--- src/rtl/concat_skip_buffer_pkg.sv ---
// Shared definitions for the concat skip buffer: pairing FSM state encoding
// and a constant clog2 helper for sizing pointers and counters.
package concat_skip_buffer_pkg;

  typedef enum logic {
    S_IDLE = 1'b0,
    S_PAIR = 1'b1
  } state_t;

  function automatic int clog2(input int value);
    int r;
    r = 0;
    while ((32'sd1 << r) < value) begin
      r = r + 1;
    end
    return r;
  endfunction

endpackage

--- src/rtl/nn_sync_fifo.sv ---
// Synchronous FIFO with combinational head output; the consumer registers the
// head on the pop cycle. A write into a full FIFO is kept only if it also pops.
module nn_sync_fifo
  import concat_skip_buffer_pkg::*;
#(
  parameter  int WIDTH = 8,
  parameter  int DEPTH = 4,
  localparam int AW    = clog2(DEPTH),
  localparam int CW    = AW + 1
) (
  input  logic             clk,
  input  logic             rst,
  input  logic             wr_en,
  input  logic [WIDTH-1:0] din,
  input  logic             rd_en,
  output logic [WIDTH-1:0] dout,
  output logic [CW-1:0]    count,
  output logic             full,
  output logic             empty,
  output logic             drop
);

  logic [WIDTH-1:0] mem_r [DEPTH];
  logic [AW-1:0]    wr_ptr_r;
  logic [AW-1:0]    rd_ptr_r;
  logic [CW-1:0]    count_r;
  logic             do_rd_s;
  logic             do_wr_s;

  assign empty   = (count_r == CW'(0));
  assign full    = (count_r == CW'(DEPTH));
  assign do_rd_s = rd_en && !empty;
  assign do_wr_s = wr_en && (!full || do_rd_s);
  assign drop    = wr_en && !do_wr_s;
  assign dout    = mem_r[rd_ptr_r];
  assign count   = count_r;

  // Pointer and occupancy registers; pointers wrap naturally at DEPTH.
  always_ff @(posedge clk) begin
    if (rst) begin
      wr_ptr_r <= AW'(0);
      rd_ptr_r <= AW'(0);
      count_r  <= CW'(0);
    end else begin
      if (do_wr_s) wr_ptr_r <= wr_ptr_r + AW'(1);
      if (do_rd_s) rd_ptr_r <= rd_ptr_r + AW'(1);
      case ({do_wr_s, do_rd_s})
        2'b10:   count_r <= count_r + CW'(1);
        2'b01:   count_r <= count_r - CW'(1);
        default: count_r <= count_r;
      endcase
    end
  end

  // Storage array; contents beyond the pointers are don't-care after reset.
  always_ff @(posedge clk) begin
    if (do_wr_s) mem_r[wr_ptr_r] <= din;
  end

endmodule

--- src/rtl/concat_skip_buffer.sv ---
// Re-times skip-path and branch-path beats into ordered pairs for concat:
// a layer beat, then the matching branch beat exactly one cycle later.
module concat_skip_buffer
  import concat_skip_buffer_pkg::*;
#(
  parameter  int N             = 8,
  parameter  int INPUT_CHANNEL = 1,
  parameter  int SKIP_DEPTH    = 16,
  parameter  int BR_DEPTH      = 4,
  localparam int W             = INPUT_CHANNEL * N,
  localparam int SCW           = clog2(SKIP_DEPTH) + 1,
  localparam int BCW           = clog2(BR_DEPTH) + 1
) (
  input  logic           clk,
  input  logic           rst,
  input  logic           skip_vld,
  input  logic [W-1:0]   skip_din,
  input  logic           br_vld,
  input  logic [W-1:0]   br_din,
  output logic           layer_vld,
  output logic [W-1:0]   layer_dout,
  output logic           branch_vld,
  output logic [W-1:0]   branch_dout,
  output logic [SCW-1:0] skip_count,
  output logic           ovf_err
);

  state_t         state_r;
  state_t         state_nx_s;
  logic           skip_pop_s;
  logic           br_pop_s;
  logic [W-1:0]   skip_head_s;
  logic [W-1:0]   br_head_s;
  logic           skip_empty_s;
  logic           br_empty_s;
  logic           skip_full_s;
  logic           br_full_s;
  logic           skip_drop_s;
  logic           br_drop_s;
  logic [BCW-1:0] br_count_s;
  logic           layer_vld_r;
  logic [W-1:0]   layer_dout_r;
  logic           branch_vld_r;
  logic [W-1:0]   branch_dout_r;
  logic           ovf_err_r;
  logic           unused_s;

  nn_sync_fifo #(.WIDTH(W), .DEPTH(SKIP_DEPTH)) u_skip_fifo (
    .clk(clk), .rst(rst), .wr_en(skip_vld), .din(skip_din), .rd_en(skip_pop_s),
    .dout(skip_head_s), .count(skip_count), .full(skip_full_s),
    .empty(skip_empty_s), .drop(skip_drop_s)
  );

  nn_sync_fifo #(.WIDTH(W), .DEPTH(BR_DEPTH)) u_br_fifo (
    .clk(clk), .rst(rst), .wr_en(br_vld), .din(br_din), .rd_en(br_pop_s),
    .dout(br_head_s), .count(br_count_s), .full(br_full_s),
    .empty(br_empty_s), .drop(br_drop_s)
  );

  assign unused_s = ^{skip_full_s, br_full_s, br_count_s};

  // Pairing FSM state register.
  always_ff @(posedge clk) begin
    if (rst) state_r <= S_IDLE;
    else     state_r <= state_nx_s;
  end

  // Pop skip only once a branch beat is waiting, so S_PAIR always has one to pop.
  always_comb begin
    state_nx_s = state_r;
    skip_pop_s = 1'b0;
    br_pop_s   = 1'b0;
    case (state_r)
      S_IDLE: begin
        if (!skip_empty_s && !br_empty_s) begin
          skip_pop_s = 1'b1;
          state_nx_s = S_PAIR;
        end else begin
          state_nx_s = S_IDLE;
        end
      end
      S_PAIR: begin
        br_pop_s   = 1'b1;
        state_nx_s = S_IDLE;
      end
      default: state_nx_s = S_IDLE;
    endcase
  end

  // Output registers: data buses hold between beats; overflow flag is sticky.
  always_ff @(posedge clk) begin
    if (rst) begin
      layer_vld_r   <= 1'b0;
      layer_dout_r  <= W'(0);
      branch_vld_r  <= 1'b0;
      branch_dout_r <= W'(0);
      ovf_err_r     <= 1'b0;
    end else begin
      layer_vld_r  <= skip_pop_s;
      branch_vld_r <= br_pop_s;
      if (skip_pop_s) layer_dout_r  <= skip_head_s;
      if (br_pop_s)   branch_dout_r <= br_head_s;
      ovf_err_r <= ovf_err_r | skip_drop_s | br_drop_s;
    end
  end

  assign layer_vld   = layer_vld_r;
  assign layer_dout  = layer_dout_r;
  assign branch_vld  = branch_vld_r;
  assign branch_dout = branch_dout_r;
  assign ovf_err     = ovf_err_r;

endmodule
--- config.mk ---
export PLATFORM = sky130hd
export DESIGN_NAME = concat_skip_buffer
export DESIGN_NICKNAME = d
export VERILOG_FILES = /design/src/rtl/concat_skip_buffer_pkg.sv /design/src/rtl/nn_sync_fifo.sv /design/src/rtl/concat_skip_buffer.sv
export SDC_FILE = /design/constraint.sdc
export NUM_CORES = 1
export LEC_CHECK = 0
export CORE_MARGIN = 5
export CORE_UTILIZATION = 46
export CTS_BUF_LIST = sky130_fd_sc_hd__clkbuf_8
export DETAILED_ROUTE_END_ITERATION = 7
export PLACE_DENSITY_LB_ADDON = 0.08
export SETUP_SLACK_MARGIN = 0.5
export SYNTH_ARGS = -nofsm -noshare
export SYNTH_HDL_FRONTEND = slang
export SYNTH_HIERARCHICAL = 1
export SYNTH_SLANG_ARGS = --single-unit
--- constraint.sdc ---
create_clock -name clk -period 4.75 [get_ports clk]
set_clock_uncertainty 0.05 [all_clocks]
set_input_delay 0.475 -clock clk [delete_from_list [all_inputs] [get_ports clk]]
set_output_delay 0.475 -clock clk [all_outputs]
set_load 0.03 [all_outputs]
### Word level (Yosys, flattened, before mapping)

Memory sizes are Yosys's and may differ from the RTL's. A register that Yosys moved wholly into a read port is not among the register bits.
Index checks and enable logic that the tools add are counted.

| word-level totals | value |
|---|---|
| register bits after elaboration | 24 |
| output and inout port bits | 24 |
| input bits | 20 |
| memories | 2 |
| RAM bits | 160 |
| word-level logic and storage cells | 58 |

| operators by class | value |
|---|---|
| mux-type cells | 10 |
| add/subtract/negate cells | 8 |
| bitwise logic cells | 3 |
| equality and inequality tests | 6 |
| reduce and logical (&&, ||, !) cells | 19 |

Memories:

| name | words | bits a word | rd ports | clocked after memory_dff | write ports | line | source |
|---|---|---|---|---|---|---|---|
| u_skip_fifo.mem_r | 16 | 8 | 1 | 1 | 1 | nn_sync_fifo.sv:23 | `logic [WIDTH-1:0] mem_r [DEPTH];` |
| u_br_fifo.mem_r | 4 | 8 | 1 | 1 | 1 | nn_sync_fifo.sv:23 |  |

Operators by type and width:

| cell | number |
|---|---|
| 5-bit case mux with 2 select lines | 1 |
| 4-bit by 1-bit adder with 4-bit output, second input constant | 2 |
| 1-bit logical AND | 7 |
| 1-bit two-way mux | 7 |
| 1-bit zero test | 6 |
| 3-bit case mux with 2 select lines | 1 |
| 5-bit by 1-bit adder with 5-bit output, second input constant | 1 |
| 5-bit == test, second input constant | 1 |
| 5-bit zero test | 1 |
| 5-bit by 1-bit subtractor with 5-bit output, second input constant | 1 |
| 2-bit by 1-bit adder with 2-bit output, second input constant | 2 |
| 2-bit by 1-bit == test with 1-bit output, second input constant | 2 |
| 2-bit == test, second input constant | 2 |
| 2-bit nonzero test | 2 |
| 3-bit by 1-bit adder with 3-bit output, second input constant | 1 |
| 3-bit == test, second input constant | 1 |
| 3-bit zero test | 1 |
| 3-bit by 1-bit subtractor with 3-bit output, second input constant | 1 |
| 1-bit logical OR | 2 |
| 1-bit OR | 2 |
| 1-bit case mux with 2 select lines | 1 |
| 1-bit NOT | 1 |

### Depth between registers and ports, before layout

Gate-level depths: netlist of run 1.

| depth | value |
|---|---|
| word-level depth | 12 |
| depth in mapped cells | 13 |
| mapped depth without buffers | 11 |

### Cells and area by module

The synthesis of run 1 kept the hierarchy.

By module, submodules not included:

| module | seq. area each (um^2) | instances | area an instance (um^2) | cells an instance |
|---|---|---|---|---|
| nn_sync_fifo (u_skip_fifo) | 4,184.0 | 1 | 5,859.4 | 323 |
| nn_sync_fifo (u_br_fifo) | 1,141.1 | 1 | 1,661.6 | 97 |
| concat_skip_buffer | 380.4 | 1 | 733.2 | 70 |

### Worst setup path after synthesis of run 1

OpenSTA, ideal clock, no wires.

| path | value |
|---|---|
| path type | flip-flop to flip-flop |
| from | register u_skip_fifo.count_r[4], in the netlist u_skip_fifo/count[4] |
| to | register u_skip_fifo.count_r[4], in the netlist u_skip_fifo/count[4] |
| setup time | 0.134 ns |
| slack | 1.091 ns |
| path buffers | 2 |
| data required time | 4.566 ns |
| period minus slack after synthesis | 3.659 ns |
| arrival | 3.475 ns |
| stages on the path, launching flop included | 12 |
| cells stage by stage | dfxtp_1 > clkbuf_1 > nor2_1 > buf_2 > nor3_1 > nor2b_1 > o21ai_4 > fa_1 > nand2b_1 > o2bb2ai_1 > mux2i_1 > or4_1 |

| between the ends | value |
|---|---|
| cells in the longest elaborated chain, start to end | 10 |
| elaborated cells between the ends (all ways) | 16 |
| those cells by class | add/sub (2); eq/ne (3); mux (3); reduce/logical (8) |

Ends and longest elaborated chain:

| element | line | source |
|---|---|---|
| start: declaration | nn_sync_fifo.sv:26 | `logic [CW-1:0] count_r;` |
| start signal: assignment | nn_sync_fifo.sv:48 | `2'b10: count_r <= count_r + CW'(1);` |
| start signal: assignment | nn_sync_fifo.sv:49 | `2'b01: count_r <= count_r - CW'(1);` |
| start signal: assignment | nn_sync_fifo.sv:50 | `default: count_r <= count_r;` |
| 5-bit zero test * | nn_sync_fifo.sv:30 | `assign empty = (count_r == CW'(0));` |
| net skip_empty_s | concat_skip_buffer.sv:34 | `logic skip_empty_s;` |
| 1-bit zero test * | concat_skip_buffer.sv:75 | `if (!skip_empty_s && !br_empty_s) begin` |
| 1-bit logical AND * | concat_skip_buffer.sv:75 |  |
| 1-bit two-way mux * | concat_skip_buffer.sv:75 |  |
| 1-bit two-way mux * | concat_skip_buffer.sv:73 | `case (state_r)` |
| net skip_pop_s | concat_skip_buffer.sv:30 | `logic skip_pop_s;` |
| 1-bit logical AND * | nn_sync_fifo.sv:32 | `assign do_rd_s = rd_en && !empty;` |
| 1-bit logical OR | nn_sync_fifo.sv:33 | `assign do_wr_s = wr_en && (!full \|\| do_rd_s);` |
| 1-bit logical AND | nn_sync_fifo.sv:33 |  |
| 2-bit by 1-bit == test with 1-bit output or 2-bit == test (tied branches) | nn_sync_fifo.sv:47 | `case ({do_wr_s, do_rd_s})` |
| 5-bit case mux with 2 select lines or 2-bit nonzero test (tied branches) | - |  |

Mark *: on every way through the listed nets, which the timed path passes. The rest lies on a longest branch.
A chain may end at the register's enable or synchronous reset.

### Worst setup path in the final report of run 1

| path | value |
|---|---|
| from | register u_skip_fifo.count_r[0], in the netlist u_skip_fifo/count[0] |
| to | register u_skip_fifo.count_r[4], in the netlist u_skip_fifo/count[4] |

The elaborated chain is that of the path after synthesis.

==> results.txt, run 1 <==
- Cells on worst reg2reg path: 11
* Hold-fix buffer count after cts: 0
- Maximum level of the CTS H-tree: 2
- Final slew viol count: 0
- CP max stage cell: nor3_1
* PostCTS Resize Cnt: 0
- Setup violations remaining at the end of the flow were counted as 0.
- In this run the count of I/O pins placed on the die edge is 44.
- Inserted Clock Buffers: 36
- Highest metal layer used by the detailed router: met4
- After global routing the overflow that remains totals 0.
* WP data required: 5.08 ns
* Syn nets: 523
- Worst vdd ir: 0.3333 mV
- Number of buffers on the longest clock path: 3
* Number of port buffers: 43
- The initial antenna violation count was 0.
* Total count of hold-check failures in the final report: 0
* NumNets Final: 587
- Power spent charging and discharging nets: 1.373 mW
* Aggregate negative setup slack: 0 ns
* Worst relative slew slack: 33.89%
- Per report_power, the sequential group accounts for 47.1% of the total.
- Clock net sink count: 205
* Sort of element at the start of the critical path: flip-flop
- 0 antenna diodes ended up in the layout.
* Iteration-0 DRC Markers: 356
- The tightest min-delay check is of the reg2reg type.
- Clock tree from TritonCTS: done
- Sum of met2 wire segment lengths after detailed routing: 8.333 mm
* Post-detail-place hpwl: 11.04 mm
- Power per standard cell area: 486.5 nW/um2
* Post-placement cell area: 8900 um2
- Delay contributed by the slowest stage of the critical path: 0.80 ns
- Syn. warnings: 6
- Kind of capture point of the worst setup path: flip-flop
* FP Rows: 49
- Unrepaired setup endpoints after global routing: no
* Wire length of the first global-routing pass: 26.88 mm
- The final critical path takes up 81.69% of the cycle.
* Worst-path maximum fanout: 18
- The worst hold path was traced through 2 stages.
- Via count of the first global-routing pass: 4652
* Routed metal-1 wirelength: 7.486 mm
- Once the floorplan was initialized, standard cells occupied 46.37% of the core.
- Before antenna repair, the detailed router went through 4 iterations.
- Counting the fill cells in the layout gives 1501.
* Total of max-cap violations: 0
- Entering global routing, the biggest net connects 33 pins.
- The routed design uses 893 um of met3 wire.
- The setup path with the least slack is of type reg2reg.
- For the pin with the worst max-slew slack, the measured transition is 0.9841 ns.
- The number of setup buffers added after CTS is 0.
- Layout cells sized above 1: 17.39%
* Number of design rule violations left after detail routing: 0
- Weighted congestion at the end of routability-driven global placement: 0.7790
* Root buffer cell: clkbuf_8
- Static Leakage: 3.212 nW
- Remaining antenna violation count: 0
- Static timing analysis puts the maximum clock frequency at 257.7 MHz.
- For this run, the total global-route usage over all layers was measured as 17.36%.
* Detail-routed net length per standard cell: 21.32 um
- Each instance of the synthesized netlist takes up on average 16.89 um2.
- Clk network pwr share: 30.6%
- Data arrival, critical path: 4.21 ns
* Design area: 9527 um2
- The core region is 17780 um2.
* Ratio of routed vias to standard cells: 5.638
* Cell chain of the critical path: or4_1 > nor2_1 > buf_4 > nor3_1 > nor2b_1 > o21ai_4 > fa_1 > nand2b_1 > o2bb2ai_1 > mux2i_1 > or4_1
* Cell seen most often among critical-path stages: or4_1
- Clock transition time at the flip-flop clock pins of the worst setup and hold paths: 0.06 ns
- The flow ran to the end, and the final reports show no timing, DRC or antenna violations.
- Clock insertion delay at the later pin of the skew report: 0.50 ns
- Min Tclk post-route: 3.880 ns
- Post-Syn Area: 8244 um2
- After technology mapping, the gate count stands at 488.
- Combinational logic burns 22.3% of the power.
* Relative area change from synthesis to final layout: 15.56%
* Width of the die: 143.9 um
- Height of the die: 143.9 um
- The die covers 20700 um2.
- Net switching is 29.62% of the power.
* Wire length reported by the detailed router: 17.14 mm
* Via count of the routed design: 4533
- Internal: 3.262 mW
per-layer routing:
| layer | vias up | global-route usage, % |
|---|---|---|
| li1 | 2041 | - |
| met1 | 2337 | 24.23 |
| met2 | 120 | 27.27 |
| met3 | 35 | 3.760 |
| met4 | 0 | 5.946 |
| met5 | - | 0 |
cell usage in the layout, fill, tap and decap left out, types with 10 or more instances in the layout:
| master | instances |
|---|---|
| dfxtp_1 | 44 |
| edfxtp_1 | 160 |
| clkbuf_8 | 39 |
| mux4_2 | 40 |
| clkdlybuf4s50_1 | 43 |
| ha_1 | 13 |
| o31ai_1 | 10 |
| and2_1 | 18 |
| nor2_1 | 29 |
| a21oi_1 | 13 |
| inv_1 | 30 |
| mux2i_1 | 13 |
| a22oi_1 | 16 |
power groups by stage:
stage | clock [mW] | combinational, mW | sequential (mW)
floorplan | 0 | 0.674 | 2.25
global placement | 0 | 1.02 | 2.22
detailed placement | 0 | 1.04 | 2.22
CTS | 1.48 | 1.04 | 2.19
global route | 1.56 | 1.12 | 2.20
finish | 1.42 | 1.03 | 2.18
state kept, by name (all words and copies together), names as in the netlist, named ones only:
register              cells
u_skip_fifo/mem_r       128
u_br_fifo/mem_r          32
branch_dout               8
layer_dout                8
u_skip_fifo/count         5
u_skip_fifo/rd_ptr_r      4
u_skip_fifo/wr_ptr_r      4
u_br_fifo/count           3
u_br_fifo/rd_ptr_r        2
u_br_fifo/wr_ptr_r        2
branch_vld                1
ovf_err                   1
state_r                   1
per-stage QoR:
| stage | setup WS [ns] | std cells | power [mW] | hold WS, ns | utilization (%) |
|---|---|---|---|---|---|
| 3_5_place_dp | 0.9305 | 743 | 3.263 | 0.4256 | 50.06 |
| 5_1_grt | 0.5617 | 804 | 4.885 | 0.4656 | 53.58 |
| 2_1_floorplan | 1.091 | 488 | 2.924 | 0.4091 | - |
| 4_1_cts | 0.9152 | 804 | 4.705 | 0.4334 | 53.58 |
| 6_report | 0.8699 | 804 | 4.635 | 0.4299 | 53.58 |
| 3_3_place_gp | 1.050 | 743 | 3.239 | 0.4071 | 50.06 |
area by class of cell:
cell class	count	area [um2]	share of cell area, %
repair buffers	49	475.5	4.991
flip-flops and latches	205	5707	59.90
multi-input cells	244	2371	24.89
clock buffers	39	536.8	5.634
inverters	16	60.06	0.6304
well taps	229	286.5	3.008
clock inverters	22	90.09	0.9456
final timing paths:
path / slack (ns) / to / start
hold / removal: 0.43 / layer_dout[7] / layer_dout[7]
hold reg to reg: 0.43 / layer_dout[7] / layer_dout[7]
setup reg to reg: 0.87 / u_skip_fifo/count[4] / u_skip_fifo/count[0]
setup / recovery: 0.87 / u_skip_fifo/count[4] / u_skip_fifo/count[0]
worst max-delay path, delay by kind of cell, from the launching register on:
kind	cells	cell delay, ns
buf+inv	1	0.21
mux	1	0.14
flops	1	0.43
fa+ha+maj	1	0.41
compound gates	2	0.28
simple gates	6	2.23
Note: power is estimated with default switching activity, not from simulation.
==> inputs of run 2 (changes only) <==
Clock period 4.75 ns to 3.7 ns, I/O delays scaled along.
==> run 2 against run 1 <==
Compared with the run above:
- combinational power up 35%
- utilization about the same
- via count decreased by 2.7%
- sequential power up 27%
- wire length decreased by 3.4%
- register-to-register slack worse by 0.19 ns
- critical endpoint unchanged
- cell count grew 0.25%
==> results.txt, run 2 (synthesis results as in run 1) <==
* Result of the run: finished, final reports clean
- Flip-flop count of the largest register, all copies and words added: 128 (unchanged)
- Slack of the worst reg-to-reg path: 0.68 ns (-0.19 ns)
- The remaining number of nets flagged by the antenna check after routing was 0 (unchanged).
* I/O Pins: 44 (unchanged)
- Height of the die: 143.9 um (unchanged)
- Total of max-cap violations: 0 (unchanged)
- Commonest cells after routing, fill and taps aside: 160 x edfxtp_1, 43 x clkdlybuf4s50_1, 42 x dfxtp_1, 40 x mux4_2, 35 x clkbuf_8
- Clock net sink count: 205 (unchanged)
- Kind of critical path: reg2reg
- Weighted congestion at the end of routability-driven global placement: 0.7747 (-0.55%)
- Number of antenna repair diodes: 0 (unchanged)
- The routed wire length per instance came to 20.54 um (-3.7%).
- Delay contributed by the slowest stage of the critical path: 0.65 ns (-0.15 ns)
- Sort of element at the start of the critical path: flip-flop
* FP Rows: 49 (unchanged)
- The arrival time of the worst setup path was 3.35 ns (-0.86 ns).
- Via count of the first global-routing pass: 4533 (-2.6%)
- Die ar.: 20700 um2 (unchanged)
- WP data required: 4.02 ns (-1.06 ns)
* Min Tclk post-route: 3.025 ns (-0.8554 ns)
- The library cell used most frequently in the layout, excluding fill and tap cells, is edfxtp_1.
* Worst-path maximum fanout: 9 (-9)
- In this run the clock root is driven by a clkbuf_8.
- Via count of the routed design: 4409 (-2.7%)
* Final slew viol count: 0 (unchanged)
- Total count of hold-check failures in the final report: 0 (unchanged)
- The final total power is 5.875 mW (+27%).
- Kind of capture point of the worst setup path: flip-flop
- Worst vdd ir: 0.3899 mV (+17%)
* Final period utilization: 81.75% (about the same)
- Counting flops per register, the top entry is u_skip_fifo/mem_r.
* Number of buffers on the longest clock path: 3 (unchanged)
- Top delay family on crit path: simple AND/OR/NAND/NOR gates
- The power density over the cells came to 616.8 nW/um2 (+27%).
- The vias per cell came to 5.470 (-3.0%).
- In this run the critical register-to-register path is captured at u_skip_fifo/count[4].
* Number of port buffers: 43 (unchanged)
* Maximum level of the CTS H-tree: 2 (unchanged)
- The number of search-and-repair iterations in the first detailed-routing pass was 4 (unchanged).
* Width of the die: 143.9 um (unchanged)
* Wire length of the first global-routing pass: 25.47 mm (-5.2%)
- Std-Cell Core Area: 17780 um2 (unchanged)
* Hold Path Cell Cnt: 2 (unchanged)
- The synthesis-to-layout area growth came to 15.54% (about the same).
- End of the worst hold path: ovf_err
- CP max stage cell: or4_4
- The total routed wirelength is 16.56 mm (-3.4%).
* Maximum frequency from static timing analysis: 330.6 MHz (+28%)
* Static Leakage: 3.199 nW (-0.40%)
* Transition time of the tightest slew-check pin: 0.7618 ns (-0.2223 ns)
- Inserted Clock Buffers: 34 (-5.6%)
- The largest registers in the layout are u_skip_fifo/mem_r x128, u_br_fifo/mem_r x32.
- Clock tree from TritonCTS: done
- The largest net degree at the start of global routing is 33 (unchanged).
- Worst relative slew slack: 49.11% (+15 points)
* Start point of the worst hold path: ovf_err
- The initial antenna violation count came to 0 (unchanged).
- Traced cell by cell, the critical path runs through or4_4 > nor2_4 > nor3_4 > nor2b_1 > o21ai_4 > inv_2 > ha_1 > nand2b_1 > o2bb2ai_1 > a2111oi_0 > or4_1.
- Setup-failing EPs final: 0 (unchanged)
- Unrepaired setup endpoints after global routing: no
- The number of remaining DRC errors is 0 (unchanged).
- Clock transition time at the flip-flop clock pins of the worst setup and hold paths: 0.06 ns (about the same)
* Total congestion overflow after global routing: 0 (unchanged)
* Layout cells sized above 1: 17.85% (+0.46 points)
- Aggregate negative setup slack: 0 ns (unchanged)
- The initial core utilization is 46.37% (unchanged).
- NumNets Final: 587 (unchanged)
- The number of design-rule violations left by the first detailed-router iteration is 259 (-27%).
- The total buffers and inverters traversed by the critical path came to 1 (unchanged).
- The post-DP HPWL was 10.35 mm (-6.2%).
- Cells on worst reg2reg path: 11 (unchanged)
- Crit Reg-Reg Startpoint: u_skip_fifo/count[0]
* Clock insertion delay at the later pin of the skew report: 0.50 ns (about the same)
- The total global routing track utilization was 16.40% (-0.96 points).
- The tightest min-delay check is of the reg2reg type.
## run 2: changes by cell type in the layout (fill, tap and decap cells not counted), sizes merged
cell / change
buf: +2
clkbuf: -4
clkinv: +4
clkinvlp: +1
inv: -1
## run 2: final cells by class
cell class / instances / area, um2
Timing Repair Buffer: 51 / 490.5
Clock inverter: 26 / 103.9
Fill cell: 1459 / 8254
Multi-Input combinational cell: 244 / 2394
Clock buffer: 35 / 481.7
Tap cell: 229 / 286.5
Sequential cell: 205 / 5709
Inverter: 16 / 60.06
## run 2: what timing repair did
item | 4_1_cts | 5_1_grt
hold buffers | 0 | 0
setup buffers | 0 | 2
pin swaps | 0 | 1
resized for setup | 1 | 0
hold endpoints to repair | 0 | 0
setup endpoints to repair | 1 | 1
## run 2: metal layers
metal	wire length [um]	track usage, %	vias up
li1	-	-	2051
met1	7523	22.59	2251
met2	8066	26.41	85
met4	253	4.807	0
met5	0	0	-
met3	713	3.661	22
## run 2: tightest hold or removal path, cell delays in order, from the launching register on
cell	delay (ns)
dfxtp_1	0.32
nor3_1	0.05
nor2_1	0.07
## run 2: worst max-delay path by stage
stage	endpoint	slack, ns	from	cells after the start
6_report	u_skip_fifo/count[4]	0.68	u_skip_fifo/count[0]	11
5_1_grt	u_skip_fifo/count[4]	0.54	u_skip_fifo/count[0]	11
4_1_cts	u_skip_fifo/count[4]	0.67	u_skip_fifo/count[0]	11
3_5_place_dp	u_skip_fifo/count[4]	0.46	u_skip_fifo/count[0]	11
3_3_place_gp	u_skip_fifo/count[4]	0.55	u_skip_fifo/count[0]	10
2_1_floorplan	u_skip_fifo/count[4]	0.53	u_skip_fifo/count[2]	12
## run 2: stage by stage
stage,setup slack (ns),util (%),hold slack [ns],cells,instance area (um2)
final,0.6753,53.57,0.4253,806,9525
after global routing,0.5373,53.57,0.4434,806,9525
after CTS,0.6703,53.49,0.4309,804,9510
after detailed placement,0.4609,50.18,0.4188,743,8921
after global placement,0.5537,50.18,0.4088,743,8921
after floorplan,0.5265,-,0.4091,488,8269
## run 2: power by group
group          leakage (nW)  switching, mW  internal [mW]
clock                 0.352          0.842          0.877
sequential             1.82          0.122           2.64
combinational          1.03          0.776          0.618
